### config.mk
export PLATFORM = sky130hd
export DESIGN_NAME = stereo_frame_buffer
export DESIGN_NICKNAME = d
export VERILOG_FILES = /design/src/rtl/stereo_frame_buffer.sv
export SDC_FILE = /design/constraint.sdc
export NUM_CORES = 2
export LEC_CHECK = 0
export BUFFER_PORTS_ARGS = -buffer_cell sky130_fd_sc_hd__buf_2
export CORE_MARGIN = 2
export CORE_UTILIZATION = 40
export CTS_CLUSTER_DIAMETER = 80
export CTS_CLUSTER_SIZE = 24
export DETAILED_ROUTE_END_ITERATION = 16
export PLACE_DENSITY = 0.52
export SETUP_SLACK_MARGIN = 0.4
export SYNTH_ARGS = -nofsm -noshare
export SYNTH_HDL_FRONTEND = slang
export SYNTH_SLANG_ARGS = --single-unit
### constraint.sdc
create_clock -name clk -period 3.4 [get_ports clk]
set_input_delay 0.34 -clock clk [delete_from_list [all_inputs] [get_ports clk]]
set_output_delay 0.34 -clock clk [all_outputs]
set_load 0.1 [all_outputs]
### src/rtl/stereo_frame_buffer.sv
// stereo_frame_buffer
//   Dual-image (left/right) pixel store feeding the disparity engine.
//   Captures one left and one right frame from the camera write stream,
//   then holds both frames stable while the engine works on them.
//
// Ports
//   clk           system clock, rising edge
//   reset         asynchronous, active-low reset
//   wr_valid      write-stream pixel valid
//   wr_sel        write target: 1 = left, 0 = right
//   wr_sof        start of frame for wr_sel; rewinds that frame's pointer
//   wr_data       pixel value, raster order
//   idle          disparity engine idle flag
//   buffer_href   read column
//   buffer_vref   read row
//   image_sel     read select: 1 = left, 0 = right
//   image_data    registered read data (latency 1)
//   buffer_ready  both frames complete and held
//   overflow      sticky: a pixel was dropped while filling
//   frame_cnt     completed frame pairs, wraps 255 -> 0
module stereo_frame_buffer #(
    parameter int unsigned WIDTH  = 20,
    parameter int unsigned HEIGHT = 7,
    parameter int unsigned PIX_W  = 8
) (
    input  logic             clk,
    input  logic             reset,
    input  logic             wr_valid,
    input  logic             wr_sel,
    input  logic             wr_sof,
    input  logic [PIX_W-1:0] wr_data,
    input  logic             idle,
    input  logic [9:0]       buffer_href,
    input  logic [9:0]       buffer_vref,
    input  logic             image_sel,
    output logic [PIX_W-1:0] image_data,
    output logic             buffer_ready,
    output logic             overflow,
    output logic [7:0]       frame_cnt
);

    localparam int unsigned DEPTH = WIDTH * HEIGHT;
    localparam int unsigned AW    = $clog2(DEPTH);
    localparam int unsigned LAST  = DEPTH - 1;

    typedef enum logic [1:0] {
        S_FILL   = 2'd0,
        S_READY  = 2'd1,
        S_LOCKED = 2'd2
    } state_t;

    // Frame storage: index 1 = left, 0 = right (matches wr_sel/image_sel).
    logic [PIX_W-1:0] mem [2][DEPTH];

    state_t              state_q,      state_d;
    logic [1:0][AW-1:0]  ptr_q,        ptr_d;
    logic [1:0]          full_q,       full_d;
    logic                overflow_q,   overflow_d;
    logic [7:0]          frame_cnt_q,  frame_cnt_d;
    logic                ready_q,      ready_d;
    logic [PIX_W-1:0]    image_data_q, image_data_d;

    logic                mem_we;
    logic [AW-1:0]       mem_waddr;

    logic [31:0]         rd_lin;
    logic [AW-1:0]       rd_addr;
    logic                rd_in_range;

    // Read path: runs every cycle in every state; out-of-range coordinates read 0.
    always_comb begin
        rd_lin       = WIDTH * 32'(buffer_vref) + 32'(buffer_href);
        rd_addr      = rd_lin[AW-1:0];
        rd_in_range  = (32'(buffer_href) < WIDTH) && (32'(buffer_vref) < HEIGHT);
        image_data_d = rd_in_range ? mem[image_sel][rd_addr] : '0;
    end

    // Next-state / write-control logic.
    always_comb begin
        state_d     = state_q;
        ptr_d       = ptr_q;
        full_d      = full_q;
        overflow_d  = overflow_q;
        frame_cnt_d = frame_cnt_q;
        mem_we      = 1'b0;
        mem_waddr   = '0;

        unique case (state_q)
            S_FILL: begin
                if (wr_sof) begin
                    // SOF rewinds the selected frame and reopens it for writing.
                    full_d[wr_sel] = 1'b0;
                    if (wr_valid) begin
                        mem_we         = 1'b1;
                        mem_waddr      = '0;
                        ptr_d[wr_sel]  = AW'(1);
                    end else begin
                        ptr_d[wr_sel]  = '0;
                    end
                end else if (wr_valid) begin
                    if (full_q[wr_sel]) begin
                        overflow_d = 1'b1;
                    end else begin
                        mem_we    = 1'b1;
                        mem_waddr = ptr_q[wr_sel];
                        // Pointer parks on the last address once the frame is full.
                        if (ptr_q[wr_sel] == AW'(LAST)) begin
                            full_d[wr_sel] = 1'b1;
                        end else begin
                            ptr_d[wr_sel]  = ptr_q[wr_sel] + AW'(1);
                        end
                    end
                end
                if (&full_q) begin
                    state_d     = S_READY;
                    frame_cnt_d = frame_cnt_q + 8'd1;
                end
            end
            S_READY: begin
                if (!idle) begin
                    state_d = S_LOCKED;
                end
            end
            S_LOCKED: begin
                if (idle) begin
                    // Re-arm for the next pair on the same edge that leaves LOCKED.
                    state_d    = S_FILL;
                    ptr_d      = '0;
                    full_d     = '0;
                    overflow_d = 1'b0;
                end
            end
            default: begin
                state_d = S_FILL;
            end
        endcase

        ready_d = (state_d == S_READY) || (state_d == S_LOCKED);
    end

    always_ff @(posedge clk or negedge reset) begin
        if (!reset) begin
            state_q      <= S_FILL;
            ptr_q        <= '0;
            full_q       <= '0;
            overflow_q   <= 1'b0;
            frame_cnt_q  <= '0;
            ready_q      <= 1'b0;
            image_data_q <= '0;
        end else begin
            state_q      <= state_d;
            ptr_q        <= ptr_d;
            full_q       <= full_d;
            overflow_q   <= overflow_d;
            frame_cnt_q  <= frame_cnt_d;
            ready_q      <= ready_d;
            image_data_q <= image_data_d;
        end
    end

    // Pixel RAM: no reset; a same-address read in this cycle sees the old value.
    always_ff @(posedge clk) begin
        if (mem_we) begin
            mem[wr_sel][mem_waddr] <= wr_data;
        end
    end

    assign image_data   = image_data_q;
    assign buffer_ready = ready_q;
    assign overflow     = overflow_q;
    assign frame_cnt    = frame_cnt_q;

endmodule

==> results.yml <==
outcome:
  status: "finished clean"
worst_setup_path:
  cp_max_fo: 16
  cp_data_arrival_time_ns: 3.37
  crit_chain: "dlygate4sd3_1 -> buf_2 -> buf_12 -> mux2i_1 -> or2_2 -> nor2_1 -> nand2_1 -> buf_12 -> nor2_1"
  end_kind: "register"
  critPathLaunchType: "input port"
  critPathSlowestCell: "nor2_1"
  cpPeakStageDelay_ns: 0.79
  path_buf_inv: 4
  required_ns: 3.83
  crit_type: "input port to register"
  cp_top_family: "simple AND/OR/NAND/NOR gates"
timing:
  worst_pin_slew_ns: 1.10
  finalCritPeriodShare_pct: 86.4
  final-setup-viol-count: 0
  setup_tns_ns: 0
  fin_crit_ns: 2.94
  rsz0062_at_grt: "yes"
  finalClockSkew_ns: 0.0370
  slew_violations: 0
  max_clock_freq_mhz: 341
  slew-limit-headroom_pct: 26.7
  final-hold-violation-count: 0
clocking:
  tritoncts: "done"
  root_buffer: "clkbuf_16"
  path_clk_slew_ns: 0.09
  clock_path_buffers: 3
  cts_buffers: 115
  clock_sinks: 2278
  htree_levels: 3
  clk_latency_ns: 0.82
place:
  place_area_um2: 98400
  place.gp.congestion: 0.909
  port_buffers: 52
  place.detailed.hpwl_mm: 182
  dp_cells: 7853
logic_synthesis:
  syn_area_per_cell_um2: 20.3
  synth.distinct_cells: 73
  netlist.area_leader.share_pct: 75.0
  netlist_area_um2: 89700
  synth-seq-cells: 2278
  synthesis.nets: 4478
  yosysWarnings: 0
  syn_inst: 4428
  synth_area_leaders: "edfxtp_1, mux4_2, mux2i_1"
  synth_top_area_cell: "edfxtp_1"
  synth-seq-area-share_pct: 76.1
  synthArstFlopShare_pct: 1.67
  synth_edf_count: 2240
  ys.flop_type: "edfxtp_1"
finish:
  final_cells: 8046
  layout_common_cells: "edfxtp_1, buf_4, mux4_2"
  area_delta_synth_final_pct: 13.9
  multiInputGateArea_um2: 20000
  drive_gt1_share_pct: 28.1
  final_util_pct: 45.9
  fill_cells: 19054
  layout.cells.most_common: "edfxtp_1"
  nets: 5055
  fin_area_um2: 102000
  seqCellArea_um2: 68200
floorplanning:
  row_count: 173
  initial_core_util_pct: 40.3
  die-area_um2: 228000
  die_w_um: 478
  fp.dieH_um: 478
  io_pins: 53
  core_area_um2: 223000
detailed_routing:
  dr.first_iter.drc_count: 5662
  avgRoutedWirePerCell_um: 33.5
  routed_wl_mm: 269
  post_drt_via_cell_ratio: 5.85
  dr.pass1.iters: 5
  postRouteAntennaNets: 0
  vias: 47095
  drc_errors: 0
grt:
  grt_pass1_vias: 46773
  groute.usage.overall_pct: 23.5
  antenna_found_initial: 13
  grt_max_degree: 104
  grt_pass1_wl_mm: 379
  gr-total-overflow: 0
power_and_ir_drop:
  p_leak_nw: 32.8
  p_per_area_nw_per_um2: 513
  finalPower_w: 0.0524
  peakVddDrop_v: 0.000537
flow_run:
  maxCapViolations: 0
worst_hold_path:
  holdCritPathClass: "input port to register"
-- worst paths after layout --
check,startpoint,cells past startpoint,to,slack [ns]
max in group asynchronous,reset,3,ptr_q[15],2.51
setup reg to reg,mem[0][448],8,image_data[0],0.54
setup / recovery,wr_sel,9,mem[1][103],0.46
min in group asynchronous,reset,2,frame_cnt[3],0.09
hold / removal,wr_data[4],1,mem[1][476],0.02
hold reg to reg,frame_cnt[7],1,frame_cnt[7],0.48
-- cells by family after synthesis --
family,after synthesis,synth area share [%]
compound gates,447,3.57
mux,729,14.9
buf+inv,280,1.85
fa+ha+maj,15,0.226
xor+xnor,23,0.240
flops,2278,76.1
simple gates,656,3.20
-- what timing repair did --
item / 4_1_cts / 5_1_grt
setup buffers: 0 / 2
endpoints found under the setup margin: 2 / 237
pin swaps: 0 / 1
resized for setup: 1 / 15
cloned: 0 / 0
hold endpoints to repair: 94 / 0
hold buffers: 8 / 0
-- cell usage after synthesis, drive strengths merged, types with 16 or more instances --
master,count
a21oi,60
nand2,130
mux4,479
nor3,34
clkbuf,110
mux2i,225
dfrtp,38
edfxtp,2240
nor4,19
a211oi,25
a22oi,57
buf,151
a22o,17
nand3,49
inv,18
o22ai,29
nor2,331
o21ai,74
a31oi,16
mux2,25
a221oi,77
nor2b,18
-- power breakdown --
part	total, W	switching (W)	internal [W]
Clock	0.0161	0.00905	0.00708
Combinational	0.00539	0.00347	0.00193
Sequential	0.0308	0.0000180	0.0308
Total	0.0524	0.0125	0.0398
-- area by class of cell --
class	instances	area share (%)
Inverter	19	0.0747
Sequential cell	2278	66.8
Clock inverter	52	0.656
Timing Repair Buffer	721	6.41
Antenna cell	2	0.00490
Tap cell	2975	3.64
Multi-Input combinational cell	1870	19.6
Clock buffer	129	2.87
-- per-layer routing --
metal  vias to the layer above  part of all wire [%]  global-route usage [%]
li1                      19408                     -                       -
met1                     25607                    43                    34.3
met2                      1760                    47                    36.9
met3                       318                   6.3                    2.95
met4                         2                   3.7                    7.31
met5                         -                0.0048                       0
-- state kept, by name, indices dropped and copies added, names as in the netlist --
name / count
buffer_ready: 1
frame_cnt: 8
full_q: 2
image_data: 8
mem: 2240
overflow: 1
ptr_q: 16
state_q: 2
-- per-stage QoR --
stage / hold slack [ns] / setup WS [ns]
2_1_floorplan: 0.0444 / 0.432
3_3_place_gp: 0.391 / -0.175
3_5_place_dp: 0.392 / -0.186
4_1_cts: 0.00146 / 0.411
5_1_grt: 0.0108 / 0.294
6_report: 0.0225 / 0.464
(Power assumes the default switching activity.)
